## config.mk

```make
export PLATFORM = sky130hd
export DESIGN_NAME = flash_read_sched
export DESIGN_NICKNAME = d
export VERILOG_FILES = /design/src/rtl/flash_pkg.sv /design/src/rtl/flash_read_sched.sv
export SDC_FILE = /design/constraint.sdc
export NUM_CORES = 1
export LEC_CHECK = 0
export BUFFER_PORTS_ARGS = -buffer_cell sky130_fd_sc_hd__buf_2
export CAP_MARGIN = 20
export CORE_ASPECT_RATIO = 1.1
export CORE_MARGIN = 3
export CORE_UTILIZATION = 51
export CTS_CLUSTER_SIZE = 28
export DETAILED_ROUTE_END_ITERATION = 10
export HOLD_SLACK_MARGIN = 0.03
export PLACE_DENSITY = 0.8
export SYNTH_ARGS = -nofsm -noshare
export SYNTH_HDL_FRONTEND = slang
export SYNTH_SLANG_ARGS = --single-unit
```

## constraint.sdc

```tcl
create_clock -name clk_25M -period 2.11 [get_ports clk_25M]
set_clock_uncertainty 0.1 [all_clocks]
set_input_delay 0.1055 -clock clk_25M [delete_from_list [all_inputs] [get_ports clk_25M]]
set_output_delay 0.1055 -clock clk_25M [all_outputs]
set_load 0.05 [all_outputs]
```

## src/rtl/flash_pkg.sv

```systemverilog
// Shared flash driver definitions: scheduler state encoding and command codes.
// Imported by the read scheduler and by the QSPI driver.
package flash_pkg;

   typedef enum logic [2:0] {
      ST_IDLE,
      ST_CHECK,
      ST_ISSUE,
      ST_WAIT,
      ST_NEXT,
      ST_FIN,
      ST_ERR
   } state_e;

   localparam logic [4:0] CMD_IDLE      = 5'd0;
   localparam logic [4:0] CMD_READ_TYPE = 5'd8;
   localparam logic [7:0] CMD_READ_CODE = 8'h6B;

endpackage

```

## src/rtl/flash_read_sched.sv

```systemverilog
// Flash dump scheduler: issues page reads to the QSPI driver with FIFO back-pressure.
// Optional watchdog on WAIT enabled by FLASH_READ_SCHED_TIMEOUT_EN.
module flash_read_sched
   import flash_pkg::*;
#(
   parameter int unsigned PAGE_BYTES    = 256,
   parameter int unsigned FIFO_DEPTH    = 2048,
   parameter logic [4:0]  READ_CMD_TYPE = CMD_READ_TYPE,
   parameter logic [7:0]  READ_CMD_CODE = CMD_READ_CODE,
   parameter int unsigned TIMEOUT_CYC   = 65535
) (
   input  logic        clk_25M,
   input  logic        rst,
   input  logic        I_start,
   input  logic        I_abort,
   input  logic [23:0] I_start_addr,
   input  logic [15:0] I_len_pages,
   input  logic        I_done_sig,
   input  logic        I_read_byte_valid,
   input  logic [10:0] I_wr_data_count,
   output logic [4:0]  O_cmd_type,
   output logic [7:0]  O_cmd_code,
   output logic [23:0] O_qspi_addr,
   output logic        O_busy,
   output logic        O_done,
   output logic        O_err
);

   localparam logic [10:0] FILL_LIM = 11'(FIFO_DEPTH - 2 * PAGE_BYTES);
   localparam logic [23:0] PAGE_INC = 24'(PAGE_BYTES);
   localparam logic [9:0]  PAGE_CNT = 10'(PAGE_BYTES);

   state_e      state_q, state_d;
   logic [23:0] addr_q, addr_d;
   logic [15:0] pages_q, pages_d;
   logic [8:0]  bcnt_q, bcnt_d;
   logic        abort_q, abort_d;
   logic        err_q, err_d;
   logic [9:0]  bcnt_sum;
   logic        cmd_act;
   logic        unused_addr_lo;

   assign unused_addr_lo = ^I_start_addr[7:0];

`ifdef FLASH_READ_SCHED_TIMEOUT_EN
   // ERR lands TIMEOUT_CYC cycles after the ISSUE cycle
   localparam logic [15:0] WDOG_LIM = 16'(TIMEOUT_CYC - 2);
   logic [15:0] wdog_q, wdog_d;
`else
   localparam int unsigned unused_timeout = TIMEOUT_CYC;
`endif

   always_comb begin
      state_d  = state_q;
      addr_d   = addr_q;
      pages_d  = pages_q;
      bcnt_d   = bcnt_q;
      abort_d  = abort_q;
      err_d    = err_q;
      bcnt_sum = {1'b0, bcnt_q} + 10'(I_read_byte_valid);
`ifdef FLASH_READ_SCHED_TIMEOUT_EN
      wdog_d   = wdog_q;
`endif
      if (state_q != ST_IDLE && I_abort) begin
         abort_d = 1'b1;
      end
      unique case (state_q)
         ST_IDLE: begin
            abort_d = 1'b0;
            if (I_start) begin
               state_d = ST_CHECK;
               addr_d  = {I_start_addr[23:8], 8'h00};
               pages_d = I_len_pages;
               err_d   = 1'b0;
            end
         end
         ST_CHECK: begin
            if (pages_q == 16'd0 || abort_q) begin
               state_d = ST_FIN;
            end else if (I_wr_data_count <= FILL_LIM) begin
               state_d = ST_ISSUE;
            end
         end
         ST_ISSUE: begin
            bcnt_d  = 9'd0;
`ifdef FLASH_READ_SCHED_TIMEOUT_EN
            wdog_d  = 16'd0;
`endif
            state_d = ST_WAIT;
         end
         ST_WAIT: begin
            bcnt_d = bcnt_sum[8:0];
`ifdef FLASH_READ_SCHED_TIMEOUT_EN
            wdog_d = wdog_q + 16'd1;
`endif
            if (I_done_sig) begin
               if (bcnt_sum == PAGE_CNT) begin
                  state_d = ST_NEXT;
               end else begin
                  state_d = ST_ERR;
                  err_d   = 1'b1;
               end
`ifdef FLASH_READ_SCHED_TIMEOUT_EN
            end else if (wdog_q == WDOG_LIM) begin
               state_d = ST_ERR;
               err_d   = 1'b1;
`endif
            end
         end
         ST_NEXT: begin
            addr_d  = addr_q + PAGE_INC;
            pages_d = pages_q - 16'd1;
            state_d = ST_CHECK;
         end
         ST_FIN:  state_d = ST_IDLE;
         ST_ERR:  state_d = ST_IDLE;
         default: state_d = ST_IDLE;
      endcase
   end

   always_ff @(posedge clk_25M) begin
      if (rst) begin
         state_q <= ST_IDLE;
         addr_q  <= 24'd0;
         pages_q <= 16'd0;
         bcnt_q  <= 9'd0;
         abort_q <= 1'b0;
         err_q   <= 1'b0;
`ifdef FLASH_READ_SCHED_TIMEOUT_EN
         wdog_q  <= 16'd0;
`endif
      end else begin
         state_q <= state_d;
         addr_q  <= addr_d;
         pages_q <= pages_d;
         bcnt_q  <= bcnt_d;
         abort_q <= abort_d;
         err_q   <= err_d;
`ifdef FLASH_READ_SCHED_TIMEOUT_EN
         wdog_q  <= wdog_d;
`endif
      end
   end

   // Command fields decode straight from state so they hold through WAIT
   assign cmd_act     = (state_q == ST_ISSUE) || (state_q == ST_WAIT);
   assign O_cmd_type  = cmd_act ? READ_CMD_TYPE : CMD_IDLE;
   assign O_cmd_code  = cmd_act ? READ_CMD_CODE : 8'h00;
   assign O_qspi_addr = cmd_act ? addr_q : 24'h000000;
   assign O_busy      = (state_q != ST_IDLE);
   assign O_done      = (state_q == ST_FIN) || (state_q == ST_ERR);
   assign O_err       = err_q;

endmodule

```

==> qor.yml <==
drc_errors: 0
antenna_cells: 0
synthesis.area_sq_um: 2970
grt_pass1_wl_mm: 13.7
place_inst: 525
insertion_delay_ps: 300
first_pass_iters: 5
cts_made_buffers: 5
start_util: 0.540
cts_buffer_depth: 2
p_seq_frac: 0.357
routed_via_density: 5.78
crit_chain: "inv_1, ha_4, or4b_4, nor2_4, a21oi_1, or3_1, a31oi_1"
clk_pin_slew_ps: 90
nets: 540
synth-adder-area-share: 0.0168
yosys_warnings: 0
rrSetupSlack_ps: 90
cp-end-kind: "flip-flop"
synthMuxAreaShare: 0.0139
io_buffers: 73
ys_seq_elements: 46
drt-initial-drc-count: 239
hpwl_mm: 5.67
synth_compound_area_frac: 0.250
rows: 28
routedWlPerCell_um: 14.7
design.die.area_sq_um: 6780
gr-usage-all-layers: 0.247
ioPinCount: 97
layout_common_cells: "buf_2 (71), dfxtp_1 (45), nor2_1 (39)"
rsz0062_at_grt: "false"
synth_top_family_by_area: "simple AND/OR/NAND/NOR gates"
powerDensity_nw_per_um2: 899
max_stage_delay_ps: 490
htree_num_levels: 2
report.final.slew_viol_count: 0
grt_max_degree: 27
async_flop_share: 0
cap_violations: 0
worst-setup-path-type: "flip-flop to flip-flop"
irDropWorstVdd_mv: 0.444
r2r_cells: 7
status: "finished clean"
grt_pass1_vias: 3068
worstPathArrival_ps: 2140
critical_path_peak_fanout: 5
period_needed_ps: 2020
clock_sinks: 46
die_h_um: 86.1
synthSimpleGateAreaFrac: 0.302
cts_tree: "built"
die_width_um: 78.8
clockPowerShare: 0.155
setup_viol: 0
coreArea_sq_um: 5500
layout.cells.most_common: "buf_2"
switching_share: 0.449
pwr-share-comb: 0.488
fin_crit_sh: 0.955
p_leak_uw: 0.00156
synth_xor_area_frac: 0.00884
ys_seq_area_frac: 0.310
required_ps: 2240
finalWirelength_mm: 8.12
start_kind: "flip-flop"
drive_gt1_frac: 0.240
syn_inst: 389
stdcell_count: 554
antenna_found_initial: 0
root_buffer: "clkbuf_8"
synth_edf_count: 0
grt_overflow: 0
critPathSlowestCell: "or4b_4"
hold_class: "input pin to flip-flop"
place_congestion: 0.909
ys_types: 61
cts_setup_buffers: 0
fmax_mhz: 496
ant_nets: 0
avgSynthCellArea_sq_um: 7.64
p_int_uw: 1840
num_vias: 3201
syn2layout_area_growth_pct: 25.0
ys.flop_type: "dfxtp_1"
setup_tns_ps: 0
switching_power_uw: 1500
hold_path_depth: 3
hold_viol: 0
==> metrics by stage <==
| stage | util | cell area [sq um] | worst slack (ps) | total power, uW | hold slack [ps] |
|---|---|---|---|---|---|
| detailed placement | 0.617 | 3400 | 76.8 | 2770 | 270 |
| global placement | 0.617 | 3400 | 119 | 2720 | 252 |
| floorplan | - | 3030 | 197 | 2370 | 151 |
| global route | 0.676 | 3720 | 7.04 | 3570 | 56.0 |
| finish | 0.676 | 3720 | 94.0 | 3340 | 38.8 |
| CTS | 0.672 | 3690 | 49.8 | 3320 | 32.0 |
==> power by group through the flow <==
stage	logic [uW]	registers (uW)	clock network, uW
after CTS	1600	1190	534
final	1630	1190	519
after global routing	1770	1220	574
after floorplan	1210	1160	0
after detailed placement	1560	1210	0
after global placement	1530	1190	0
==> synthesized netlist by cell type (2+ instances only) <==
library cell / instances / area, sq um
dfxtp_1: 46 / 921
nor2_1: 39 / 146
a21oi_1: 32 / 160
nand2_1: 30 / 113
buf_4: 21 / 158
clkbuf_1: 20 / 75.1
and2_1: 18 / 113
o21ai_0: 18 / 90.1
nor3_1: 14 / 70.1
a211oi_1: 12 / 90.1
a31oi_1: 12 / 75.1
nand3_1: 12 / 60.1
inv_1: 9 / 33.8
or3_1: 8 / 50.1
a22oi_1: 6 / 45.0
a311oi_1: 5 / 43.8
buf_2: 5 / 25.0
nand2b_1: 5 / 31.3
nor4_1: 5 / 31.3
and3_1: 4 / 25.0
and4_1: 4 / 35.0
ha_1: 4 / 50.1
nand3b_1: 4 / 30.0
o211ai_1: 4 / 30.0
a221oi_1: 3 / 26.3
mux2i_1: 3 / 30.0
nand4_1: 3 / 18.8
a2bb2oi_1: 2 / 17.5
a32oi_1: 2 / 17.5
nand4b_1: 2 / 17.5
nor3b_1: 2 / 15.0
o22ai_1: 2 / 12.5
o41ai_1: 2 / 17.5
or2_2: 2 / 12.5
or4_1: 2 / 15.0
xor2_1: 2 / 17.5
==> timing repair <==
item                                   4_1_cts  5_1_grt
gates resized for setup                      0        7
setup endpoints to repair                    0       22
endpoints found under the hold margin       22        0
hold buffers                                22        0
==> worst max-delay path, delay by kind of cell (launching register included) <==
family / cells / cell delay, ps
AND/OR/NAND/NOR: 3 / 1020
buffers and inverters: 1 / 100
AO/OA/AOI/OAI: 2 / 240
adder cells (fa/ha/maj): 1 / 160
flip-flops: 1 / 330
==> worst paths after layout <==
kind | start | end
min | I_start_addr[8] | addr_q[8]$_SDFFE_PP0P_
max | pages_q[1]$_SDFFE_PP0P_ | state_q[0]$_SDFFE_PP0P_
min reg2reg | pages_q[0]$_SDFFE_PP0P_ | pages_q[0]$_SDFFE_PP0P_
max reg2reg | pages_q[1]$_SDFFE_PP0P_ | state_q[0]$_SDFFE_PP0P_
==> cell type report <==
type | count | area, sq um
repair buffers | 115 | 757
multi-input cells | 302 | 1830
inverters | 9 | 33.8
flip-flops and latches | 46 | 922
clock buffers | 5 | 68.8
clock inverters | 2 | 10.0
fillers | 500 | 1780
well taps | 75 | 93.8
==> registers in the layout, summed over array words and instances, names as in the netlist <==
name and count:
addr_q 16, pages_q 16, bcnt_q 9, state_q 3, O_err 1, abort_q 1
==> metal layers <==
| metal | part of all wire | global-route usage | vias to the layer above | wire length [um] |
|---|---|---|---|---|
| met5 | 0 | 0 | - | 0 |
| met4 | 0.023 | 0.0954 | 0 | 190 |
| met3 | 0.070 | 0.0410 | 21 | 566 |
| met2 | 0.51 | 0.443 | 137 | 4110 |
| met1 | 0.40 | 0.291 | 1461 | 3260 |
| li1 | - | - | 1582 | - |
==> logic make-up after synthesis <==
kind of cell / Yosys count
DFF: 46
AOI/OAI and AO/OA: 113
adders and majority gates: 4
other: 1
buffers and inverters: 55
muxes: 4
and+or+nand+nor: 163
xor gates and xnor gates: 3
No activity file was read; power rests on OpenSTA's default activity.
